<file path="src/rtl/ospi_flash_ctrl.sv">
// ospi_flash_ctrl: burst command sequencer in front of an OSPI flash model.
// Accepts read / write / erase bursts (start address + beat count), drives
// chip select and one enable per beat, streams read data back, and holds
// chip select high for CS_HIGH cycles between bursts.
// Optional build macro OSPI_CTRL_VERIFY_EN: after a write burst the same
// addresses are re-read and compared against a shadow copy of the written
// bytes; any difference raises the sticky verify_err output.
module ospi_flash_ctrl #(
    parameter int ADDR_W  = 8,
    parameter int CS_HIGH = 2
) (
    input  logic              clk,
    input  logic              reset_n,
    input  logic              cmd_valid,
    output logic              cmd_ready,
    input  logic [1:0]        cmd_op,
    input  logic [ADDR_W-1:0] cmd_addr,
    input  logic [7:0]        cmd_len,
    input  logic              wr_valid,
    output logic              wr_ready,
    input  logic [7:0]        wr_data,
    output logic              rd_valid,
    output logic [7:0]        rd_data,
    output logic              busy,
    output logic              done,
    output logic              cmd_err,
    output logic              flash_cs,
    output logic              flash_we,
    output logic              flash_re,
    output logic              flash_ee,
    output logic [ADDR_W-1:0] flash_addr,
    output logic [7:0]        flash_din,
    input  logic [7:0]        flash_dout
`ifdef OSPI_CTRL_VERIFY_EN
    ,
    output logic              verify_err
`endif
);

    localparam logic [1:0] OP_READ  = 2'b00;
    localparam logic [1:0] OP_WRITE = 2'b01;
    localparam logic [1:0] OP_ERASE = 2'b10;
    localparam logic [1:0] OP_RSVD  = 2'b11;
    localparam logic [3:0] HOLD_INIT = 4'(CS_HIGH - 1);
`ifdef OSPI_CTRL_VERIFY_EN
    localparam bit VERIFY_EN = 1'b1;
`else
    localparam bit VERIFY_EN = 1'b0;
`endif

    typedef enum logic [2:0] {
        ST_IDLE   = 3'd0,
        ST_SETUP  = 3'd1,
        ST_XFER   = 3'd2,
        ST_HOLD   = 3'd3,
        ST_ERR    = 3'd4,
        ST_VSETUP = 3'd5,
        ST_VXFER  = 3'd6
    } state_t;

    state_t              state_reg, state_next;
    logic [1:0]          op_reg, op_next;
    logic [ADDR_W-1:0]   addr_reg, addr_next;
    logic [7:0]          cnt_reg, cnt_next;
    logic [3:0]          hold_reg, hold_next;
    logic                cmd_ready_reg, busy_reg, done_reg, cmd_err_reg;
    logic                cs_reg, re_reg, ee_reg, wr_en_reg, rd_valid_reg;
    logic                accept, beat;

    assign accept = cmd_valid && cmd_ready_reg;
    // A beat completes every XFER cycle, except writes wait for wr_valid.
    assign beat   = (state_reg == ST_XFER) && ((op_reg != OP_WRITE) || wr_valid);

`ifdef OSPI_CTRL_VERIFY_EN
    logic [ADDR_W-1:0] start_reg;
    logic [7:0]        len_reg;
    logic [7:0]        idx_reg;
    logic              vchk_reg;
    logic              verify_err_reg;
    logic [7:0]        shadow_mem [256];
    logic [7:0]        shadow_q_reg;
`endif

    // Next-state and datapath-next computation for the burst sequencer.
    always_comb begin
        state_next = state_reg;
        op_next    = op_reg;
        addr_next  = addr_reg;
        cnt_next   = cnt_reg;
        hold_next  = hold_reg;
        case (state_reg)
            ST_IDLE: begin
                if (accept) begin
                    op_next    = cmd_op;
                    addr_next  = cmd_addr;
                    cnt_next   = cmd_len;
                    state_next = (cmd_op == OP_RSVD) ? ST_ERR : ST_SETUP;
                end
            end
            ST_SETUP: state_next = ST_XFER;
            ST_XFER: begin
                if (beat) begin
                    addr_next = addr_reg + 1'b1;
                    cnt_next  = cnt_reg - 8'd1;
                    if (cnt_reg == 8'd0) begin
                        hold_next  = HOLD_INIT;
                        state_next = (VERIFY_EN && op_reg == OP_WRITE) ? ST_VSETUP : ST_HOLD;
                    end
                end
            end
`ifdef OSPI_CTRL_VERIFY_EN
            ST_VSETUP: begin
                addr_next  = start_reg;
                cnt_next   = len_reg;
                state_next = ST_VXFER;
            end
            ST_VXFER: begin
                addr_next = addr_reg + 1'b1;
                cnt_next  = cnt_reg - 8'd1;
                if (cnt_reg == 8'd0) begin
                    hold_next  = HOLD_INIT;
                    state_next = ST_HOLD;
                end
            end
`endif
            ST_HOLD: begin
                if (hold_reg == 4'd0) state_next = ST_IDLE;
                else                  hold_next  = hold_reg - 4'd1;
            end
            ST_ERR:  state_next = ST_IDLE;
            default: state_next = ST_IDLE;
        endcase
    end

    // State register plus all flash/host outputs registered from the next state.
    always_ff @(posedge clk or negedge reset_n) begin
        if (!reset_n) begin
            state_reg     <= ST_IDLE;
            op_reg        <= OP_READ;
            addr_reg      <= '0;
            cnt_reg       <= '0;
            hold_reg      <= '0;
            cmd_ready_reg <= 1'b0;
            busy_reg      <= 1'b0;
            done_reg      <= 1'b0;
            cmd_err_reg   <= 1'b0;
            cs_reg        <= 1'b1;
            re_reg        <= 1'b0;
            ee_reg        <= 1'b0;
            wr_en_reg     <= 1'b0;
            rd_valid_reg  <= 1'b0;
        end else begin
            state_reg     <= state_next;
            op_reg        <= op_next;
            addr_reg      <= addr_next;
            cnt_reg       <= cnt_next;
            hold_reg      <= hold_next;
            cmd_ready_reg <= (state_next == ST_IDLE);
            busy_reg      <= (state_next != ST_IDLE);
            done_reg      <= (state_next == ST_ERR) ||
                             ((state_next == ST_HOLD) && (hold_next == 4'd0));
            cmd_err_reg   <= (state_next == ST_ERR);
            cs_reg        <= !((state_next == ST_SETUP) || (state_next == ST_XFER) ||
                               (state_next == ST_VSETUP) || (state_next == ST_VXFER));
            re_reg        <= ((state_next == ST_XFER) && (op_next == OP_READ)) ||
                             (state_next == ST_VXFER);
            ee_reg        <= (state_next == ST_XFER) && (op_next == OP_ERASE);
            wr_en_reg     <= (state_next == ST_XFER) && (op_next == OP_WRITE);
            rd_valid_reg  <= beat && (op_reg == OP_READ);
        end
    end

`ifdef OSPI_CTRL_VERIFY_EN
    // Burst bookkeeping for verify: start/len copy, beat index, compare strobe and sticky error.
    always_ff @(posedge clk or negedge reset_n) begin
        if (!reset_n) begin
            start_reg      <= '0;
            len_reg        <= '0;
            idx_reg        <= '0;
            vchk_reg       <= 1'b0;
            verify_err_reg <= 1'b0;
        end else begin
            vchk_reg <= (state_reg == ST_VXFER);
            if (accept) begin
                start_reg      <= cmd_addr;
                len_reg        <= cmd_len;
                idx_reg        <= '0;
                verify_err_reg <= 1'b0;
            end else begin
                if (state_reg == ST_VSETUP)
                    idx_reg <= '0;
                else if ((beat && op_reg == OP_WRITE) || state_reg == ST_VXFER)
                    idx_reg <= idx_reg + 8'd1;
                if (vchk_reg && (flash_dout != shadow_q_reg))
                    verify_err_reg <= 1'b1;
            end
        end
    end

    // Shadow buffer of written bytes, indexed by beat number, with registered read.
    always_ff @(posedge clk) begin
        if (beat && op_reg == OP_WRITE)
            shadow_mem[idx_reg] <= wr_data;
        shadow_q_reg <= shadow_mem[idx_reg];
    end

    assign verify_err = verify_err_reg;
`endif

    assign cmd_ready  = cmd_ready_reg;
    assign busy       = busy_reg;
    assign done       = done_reg;
    assign cmd_err    = cmd_err_reg;
    assign flash_cs   = cs_reg;
    assign flash_re   = re_reg;
    assign flash_ee   = ee_reg;
    assign flash_addr = addr_reg;
    assign wr_ready   = wr_en_reg;
    assign flash_we   = wr_en_reg & wr_valid;
    assign flash_din  = wr_en_reg ? wr_data : 8'h00;
    assign rd_valid   = rd_valid_reg;
    assign rd_data    = rd_valid_reg ? flash_dout : 8'h00;

endmodule

</file>
<file path="config.mk">
export PLATFORM = sky130hd
export DESIGN_NAME = ospi_flash_ctrl
export DESIGN_NICKNAME = d
export VERILOG_FILES = /design/src/rtl/ospi_flash_ctrl.sv
export SDC_FILE = /design/constraint.sdc
export NUM_CORES = 1
export LEC_CHECK = 0
export ABC_AREA = 0
export BUFFER_PORTS_ARGS = -buffer_cell sky130_fd_sc_hd__buf_4
export CAP_MARGIN = 20
export CORE_AREA = 2 2 65 67
export CTS_BUF_LIST = sky130_fd_sc_hd__clkbuf_2 sky130_fd_sc_hd__clkbuf_4 sky130_fd_sc_hd__clkbuf_8
export DETAILED_ROUTE_END_ITERATION = 7
export DIE_AREA = 0 0 67 69
export PLACE_DENSITY_LB_ADDON = 0.12
export SLEW_MARGIN = 20
export SYNTH_ARGS = -nofsm -noshare
export SYNTH_HDL_FRONTEND = slang
export SYNTH_SLANG_ARGS = --single-unit
</file>
<file path="constraint.sdc">
create_clock -name clk -period 3.2 [get_ports clk]
set_input_delay 0.96 -clock clk [delete_from_list [all_inputs] [get_ports clk]]
set_output_delay 0.96 -clock clk [all_outputs]
set_load 0.01 [all_outputs]
</file>
==> impl_metrics.toml, run 1 <==
[detailed_routing]
wl_um = 4564
remaining_drc_errors = 0
ant_nets = 0
drt_pre_antenna_iters = 4
drtIter0Drc = 109
wl_per_cell_um = 13.42
via_per_inst = 5.309
via_count = 1805

[synth]
synth-edff-count = 0
syn_inst = 215
syn-num-nets = 259
synth_warnings = 0
synth_top_area_share_pct = 44.18
syn_avg_cell_area_um2 = 8.694
synth-xor-area-share_pct = 0.4685
synthMuxAreaShare_pct = 1.138
synth_compound_area_share_pct = 16.60
synth-adder-area-share_pct = 4.016
ys_seq_elements = 34
yosys-top-cells-area = "dfrtp_1, and2_1, a21oi_1"
synth_top_family_by_area = "simple AND/OR/NAND/NOR gates"
synth-main-ff-cell = "dfrtp_1"
yosysSeqAreaShare_pct = 45.58
synth_commonest_cells = "dfrtp_1, nor2_1, a21oi_1, and2_1"
ys_async_sr_fraction_pct = 100.0
synth_largest_area_cell = "dfrtp_1"
synthSimpleGateAreaFrac_pct = 27.98
yosys.cell_types.count = 39
synth_most_common_cell = "dfrtp_1"
syn-cell-area_mm2 = 0.001869

[layout]
final_layout_size_suffix_gt1_share_pct = 31.03
n_antenna_cell = 0
nNetsFinal = 333
fillers = 349
syn_to_final_growth_pct = 37.75
fin_area_mm2 = 0.002575

[worst_setup_path]
r2r-end = "done$_DFF_PN0_"
path_max_fanout = 4
reg2reg_slack_ns = 0.62
crit_required_ns = 3.40
path_depth = 11
critPathTopFamily = "simple AND/OR/NAND/NOR gates"
critPathKind = "flip-flop to flip-flop"
r2r-start = "cnt_reg[0]$_DFFE_PN0P_"
worst_path_max_delay_cell = "or4b_1"
worstRegToRegCells = 11
cp_cell_sequence = "inv_1, ha_1, nor4b_4, nand2_1, nor3_1, nor3_1, inv_1, ha_1, nand2_1, or4b_1, o31ai_2"
cp-start-kind = "flip-flop"
slowest_delay_ns = 0.49
crit_buf_inv = 2
crit_arrival_ns = 2.78
worst_setup_path_end_kind = "flip-flop"

[timing]
period_needed_ns = 2.583
relSlewSlack_pct = 61.30
worstMarginPinSlew_ns = 0.5752
finalCritPeriodShare_pct = 80.71
finalHoldViolCount = 0
setup_viol = 0
finalMaxSlewViolations = 0
fin_setup_tns_ns = 0
rsz0062_at_grt = "false"
finClkSkew_ns = 0.004590
whs_ns = 0.4683
fmax_mhz = 387.2

[global_routing]
antenna_found_initial = 0
grt_pass1_vias = 1705
grt_first_pass_wirelength_um = 7527
globalRouteTotalUtil_pct = 20.84
grt_max_degree = 35
grt_overflow = 0

[hold_path]
min_to = "rd_valid$_DFF_PN0_"
worstHoldStart = "op_reg[0]$_DFF_PN0_"
min_path_type = "flip-flop to flip-flop"
hold_depth = 1

[floorplanning]
core_mm2 = 0.003914
pin_count = 72
chipHeight_um = 69
fp-row-count = 23
start_util_pct = 47.76
die_width_um = 67
dieArea_mm2 = 0.004623

[clocking]
cts_tree = "yes"
cts-resized-gates = 0
cts.sinks = 34
root_buffer = "clkbuf_8"
clkTransAtPathRegs_ns = 0.07
htreeDepth = 2
postCtsSetupRepairBufs = 0
clockBufferDepth = 2
insertion_delay_ns = 0.28
cts_buffers = 5
cts_hold_buf = 0

[placement]
port_buffers = 71
dp_hpwl_um = 3428
gp_congestion = 0.8088
dpl_cell_area_mm2 = 0.002465

[flow_run]
cap_viol_max_count = 0

[power]
power.density_mw_per_mm2 = 1034
ir_drop_mv = 0.6598
p_leak_nw = 1.266

[status]
status = "complete, no violations"
## metrics by stage
| step | setup slack, ns | util [%] | power, mW | std cells |
|---|---|---|---|---|
| after floorplan | 0.6694 | - | 1.788 | 215 |
| after global placement | 0.5748 | 62.98 | 2.275 | 332 |
| after detailed placement | 0.5501 | 62.98 | 2.305 | 332 |
| after CTS | 0.6096 | 65.79 | 2.682 | 340 |
| after global routing | 0.3800 | 65.79 | 2.939 | 340 |
| final | 0.6173 | 65.79 | 2.663 | 340 |
## worst max-delay path by stage
| stage | startpoint | end | slack [ns] |
|---|---|---|---|
| floorplan | state_reg[0]$_DFF_PN0_ | done$_DFF_PN0_ | 0.67 |
| global placement | wr_valid | done$_DFF_PN0_ | 0.57 |
| detailed placement | wr_valid | done$_DFF_PN0_ | 0.55 |
| CTS | cnt_reg[0]$_DFFE_PN0P_ | done$_DFF_PN0_ | 0.61 |
| global route | cnt_reg[1]$_DFFE_PN0P_ | done$_DFF_PN0_ | 0.38 |
| finish | cnt_reg[0]$_DFFE_PN0P_ | done$_DFF_PN0_ | 0.62 |
## cell type report
| type | count | area (um2) | share of cell area (%) |
|---|---|---|---|
| inverter | 13 | 48.80 | 1.895 |
| multi-input combinational | 160 | 938.4 | 36.44 |
| timing repair buffer | 75 | 563.0 | 21.87 |
| clock buffer | 8 | 110.1 | 4.276 |
| sequential | 34 | 852.1 | 33.09 |
| tap | 50 | 62.56 | 2.430 |
## layer usage
metal	share of wire, %	up-vias	GRT usage [%]
met5	0	-	0
met4	0.70	0	4.762
met3	7.3	4	6.852
met2	47	57	32.45
met1	45	851	27.98
li1	-	893	-
## cell usage in the layout, fill, tap and decap left out, types with 4 or more instances in the layout
cell,n
buf_4,75
dfrtp_1,33
nor2_1,24
a21oi_1,20
and2_1,18
nand2_1,17
o21ai_0,17
inv_1,13
nand3_1,11
nor3_1,8
clkbuf_8,8
ha_1,6
o22ai_1,4
## report_power, final
part	leakage [nW]	internal, mW	total [mW]	switching [mW]
Sequential	0.408	0.632	0.825	0.193
Clock	0.0575	0.217	0.372	0.155
Combinational	0.801	0.669	1.47	0.797
## kinds of logic (layout without fill, tap and decap cells)
| group | Yosys count | after routing |
|---|---|---|
| multiplexers | 2 | 2 |
| AND/OR/NAND/NOR | 98 | 98 |
| flip-flops | 34 | 34 |
| adder cells (fa/ha/maj) | 6 | 6 |
| AO/OA/AOI/OAI | 53 | 53 |
| buffers and inverters | 21 | 96 |
| XOR/XNOR | 1 | 1 |
Note: power is estimated with default switching activity, not from simulation.
==> run 2: changes to the inputs <==
--- a/config.mk
+++ b/config.mk
@@ -5,13 +5,13 @@
 export SDC_FILE = /design/constraint.sdc
 export NUM_CORES = 1
 export LEC_CHECK = 0
-export ABC_AREA = 0
+export ABC_AREA = 1
 export BUFFER_PORTS_ARGS = -buffer_cell sky130_fd_sc_hd__buf_4
 export CAP_MARGIN = 20
-export CORE_AREA = 2 2 65 67
+export CORE_AREA = 2 2 66 68
 export CTS_BUF_LIST = sky130_fd_sc_hd__clkbuf_2 sky130_fd_sc_hd__clkbuf_4 sky130_fd_sc_hd__clkbuf_8
 export DETAILED_ROUTE_END_ITERATION = 7
-export DIE_AREA = 0 0 67 69
+export DIE_AREA = 0 0 68 70
 export PLACE_DENSITY_LB_ADDON = 0.12
 export SLEW_MARGIN = 20
 export SYNTH_ARGS = -nofsm -noshare
==> constraint.sdc (replaced) <==
create_clock -name clk -period 2.4 [get_ports clk]
set_input_delay 0.72 -clock clk [delete_from_list [all_inputs] [get_ports clk]]
set_output_delay 0.72 -clock clk [all_outputs]
set_load 0.01 [all_outputs]
==> run 2 against run 1 <==
Area after synthesis increased by 7.2%. Worst setup slack worse by 0.24 ns. Final area rose by 3.6%. Clock skew grew 0.0043 ns. Global-route usage up 0.57 points. Total power rose by 31%. Sequential share of layout area down 1.1 points. Non-clock buffer count shrank 2. Sequential power rose by 32%. Critical endpoint unchanged. Clock-buffer cell count fell by 1. Flip-flop and latch count is the same. Die area rose by 3.0%.
==> impl_metrics.toml, run 2 <==
[global_routing]
grt_max_degree = 35
grt_first_pass_wirelength_um = 7700
grt_overflow = 0
globalRouteTotalUtil_pct = 21.41
grt_pass1_vias = 1861
antenna_found_initial = 0

[detailed_routing]
top_layer = "met4"
drtIter0Drc = 86
via_per_inst = 4.952
ant_nets = 0
drt-met1-wl_um = 1928
via_count = 1941
wl_um = 4635
remaining_drc_errors = 0
drt_pre_antenna_iters = 4
dr_wl_met2_um = 2269
wl_per_cell_um = 11.82
wl_met3_um = 356

[worst_setup_path]
crit_arrival_ns = 2.20
r2r-start = "state_reg[2]$_DFF_PN0_"
r2r-end = "done$_DFF_PN0_"
worst_setup_path_end_kind = "flip-flop"
slowest_delay_ns = 0.37
reg2reg_slack_ns = 0.38
critPathKind = "flip-flop to flip-flop"
critPathTopFamily = "simple AND/OR/NAND/NOR gates"
cp-start-kind = "flip-flop"
worst_path_max_delay_cell = "dfrtp_1"
crit_buf_inv = 4
cp_cell_sequence = "inv_1, nand3_4, inv_1, nand2_2, a21oi_1, inv_1, ha_1, nand2_1, inv_1, nand4_1, nor2_1, nand2_1, nand2_1"
crit_required_ns = 2.58
worstRegToRegCells = 13
path_max_fanout = 19
crit_top_cell = "inv_1"

[timing]
finalHoldViolCount = 0
setup_slack_ns = 0.3815
fin_setup_tns_ns = 0
worstMarginPinSlew_ns = 0.4335
period_needed_ns = 2.019
finalMaxSlewViolations = 0
finClkSkew_ns = 0.008841
relSlewSlack_pct = 71.10
fmax_mhz = 495.4
setup_viol = 0
rsz0062_at_grt = "false"
finalCritPeriodShare_pct = 84.10

[clocking]
cts_hold_buf = 0
clkTransAtPathRegs_ns = 0.07
cts_tree = "yes"
cts_buffers = 5
postCtsSetupRepairBufs = 0
insertion_delay_ns = 0.29
root_buffer = "clkbuf_8"
cts-resized-gates = 0
htreeDepth = 2
clockBufferDepth = 2
cts.sinks = 34

[synth]
synth-main-ff-cell = "dfrtp_1"
syn-cell-area_mm2 = 0.002003
synthSimpleGateAreaFrac_pct = 26.42
synth_largest_area_cell = "dfrtp_1"
synth_compound_area_share_pct = 12.37
syn_inst = 266
synth_top_area_share_pct = 41.22
syn_avg_cell_area_um2 = 7.531
syn-num-nets = 310
yosysSeqAreaShare_pct = 42.54
synth-adder-area-share_pct = 3.748
synth-xor-area-share_pct = 3.061
synth_top_family_by_area = "simple AND/OR/NAND/NOR gates"
synth-edff-count = 0
yosys-top-cells-area = "dfrtp_1, nand2_1, inv_1"
synthMuxAreaShare_pct = 0
synth_commonest_cells = "nand2_1, inv_1, dfrtp_1, nor2_1, o21ai_0"
ys_seq_elements = 34
ys_async_sr_fraction_pct = 100.0
synth_most_common_cell = "nand2_1"
yosys.cell_types.count = 30
synth_warnings = 0

[power]
power.density_mw_per_mm2 = 1312
power_mw = 3.500
p_leak_nw = 1.564
ir_drop_mv = 0.8097

[layout]
layout_commonest_cell = "buf_4"
multi_input_area_um2 = 913.4
syn_to_final_growth_pct = 33.17
nNetsFinal = 383
regArea_um2 = 852.1
fillers = 411
finalCoreUtilization_pct = 64.37
final_layout_size_suffix_gt1_share_pct = 29.41
final_cell_mix = "buf_4, nand2_1, inv_1"
n_antenna_cell = 0

[hold_path]
min_path_type = "input port to asynchronous set/reset pin"

[floorplanning]
chipHeight_um = 70
pin_count = 72
core_mm2 = 0.004144
start_util_pct = 48.34
die_width_um = 68
dieArea_mm2 = 0.004760
fp-row-count = 24

[placement]
dp_slack_ns = 0.1734
port_buffers = 71
dp_hpwl_um = 3391
gp_congestion = 0.8711

[flow_run]
cap_viol_max_count = 0

[status]
status = "complete, no violations"
## run 2: changes by cell type in the layout (fill, tap and decap cells not counted), moves of 5 or more
cell and change:
a21oi_1 -10, and2_1 -18, inv_1 +36, nand2_1 +52
nor2_1 -6, o21ai_1 +5, xor2_1 +7
## run 2: cells by family after synthesis
| family | after synthesis |
|---|---|
| AOI/OAI and AO/OA | 42 |
| xor gates and xnor gates | 7 |
| adders and majority gates | 6 |
| buffers and inverters | 58 |
| DFF | 34 |
| and+or+nand+nor | 119 |
## run 2: stage by stage
step                      cell area, um2  cells  hold WS (ns)
after CTS                           2668    392        0.3793
after detailed placement            2572    384        0.4204
after global routing                2668    392        0.3898
final                               2668    392        0.3638
after global placement              2572    384        0.4141
after floorplan                     2003    266        0.4082
## run 2: power breakdown
group / total, mW / internal, mW / leakage, nW / switching, mW
sequential: 1.09 / 0.850 / 0.419 / 0.236
clock: 0.449 / 0.243 / 0.0517 / 0.206
combinational: 1.97 / 0.809 / 1.09 / 1.16
total: 3.50 / 1.90 / 1.56 / 1.60
## run 2: how the worst max path moves through the flow
stage	start	to	slack, ns	cells after the start
after detailed placement	wr_valid	done$_DFF_PN0_	0.17	14
after floorplan	wr_valid	done$_DFF_PN0_	0.46	13
after global placement	wr_valid	done$_DFF_PN0_	0.24	14
final	state_reg[2]$_DFF_PN0_	done$_DFF_PN0_	0.38	13
after CTS	state_reg[2]$_DFF_PN0_	done$_DFF_PN0_	0.37	14
after global routing	hold_reg[0]$_DFF_PN0_	done$_DFF_PN0_	0.16	14
## run 2: final cells by class
class / count / area share, %
clock buffer: 7 / 3.377
clock inverter: 1 / 0.1876
inverter: 51 / 7.270
multi-input combinational: 174 / 34.24
sequential: 34 / 31.94
tap: 52 / 2.439
timing repair buffer: 73 / 20.54
## run 2: metal layers
layer | GRT usage [%] | up-vias
met3 | 5.475 | 8
met2 | 35.71 | 59
li1 | - | 976
met4 | 9.778 | 0
met5 | 0 | -
met1 | 25.18 | 898
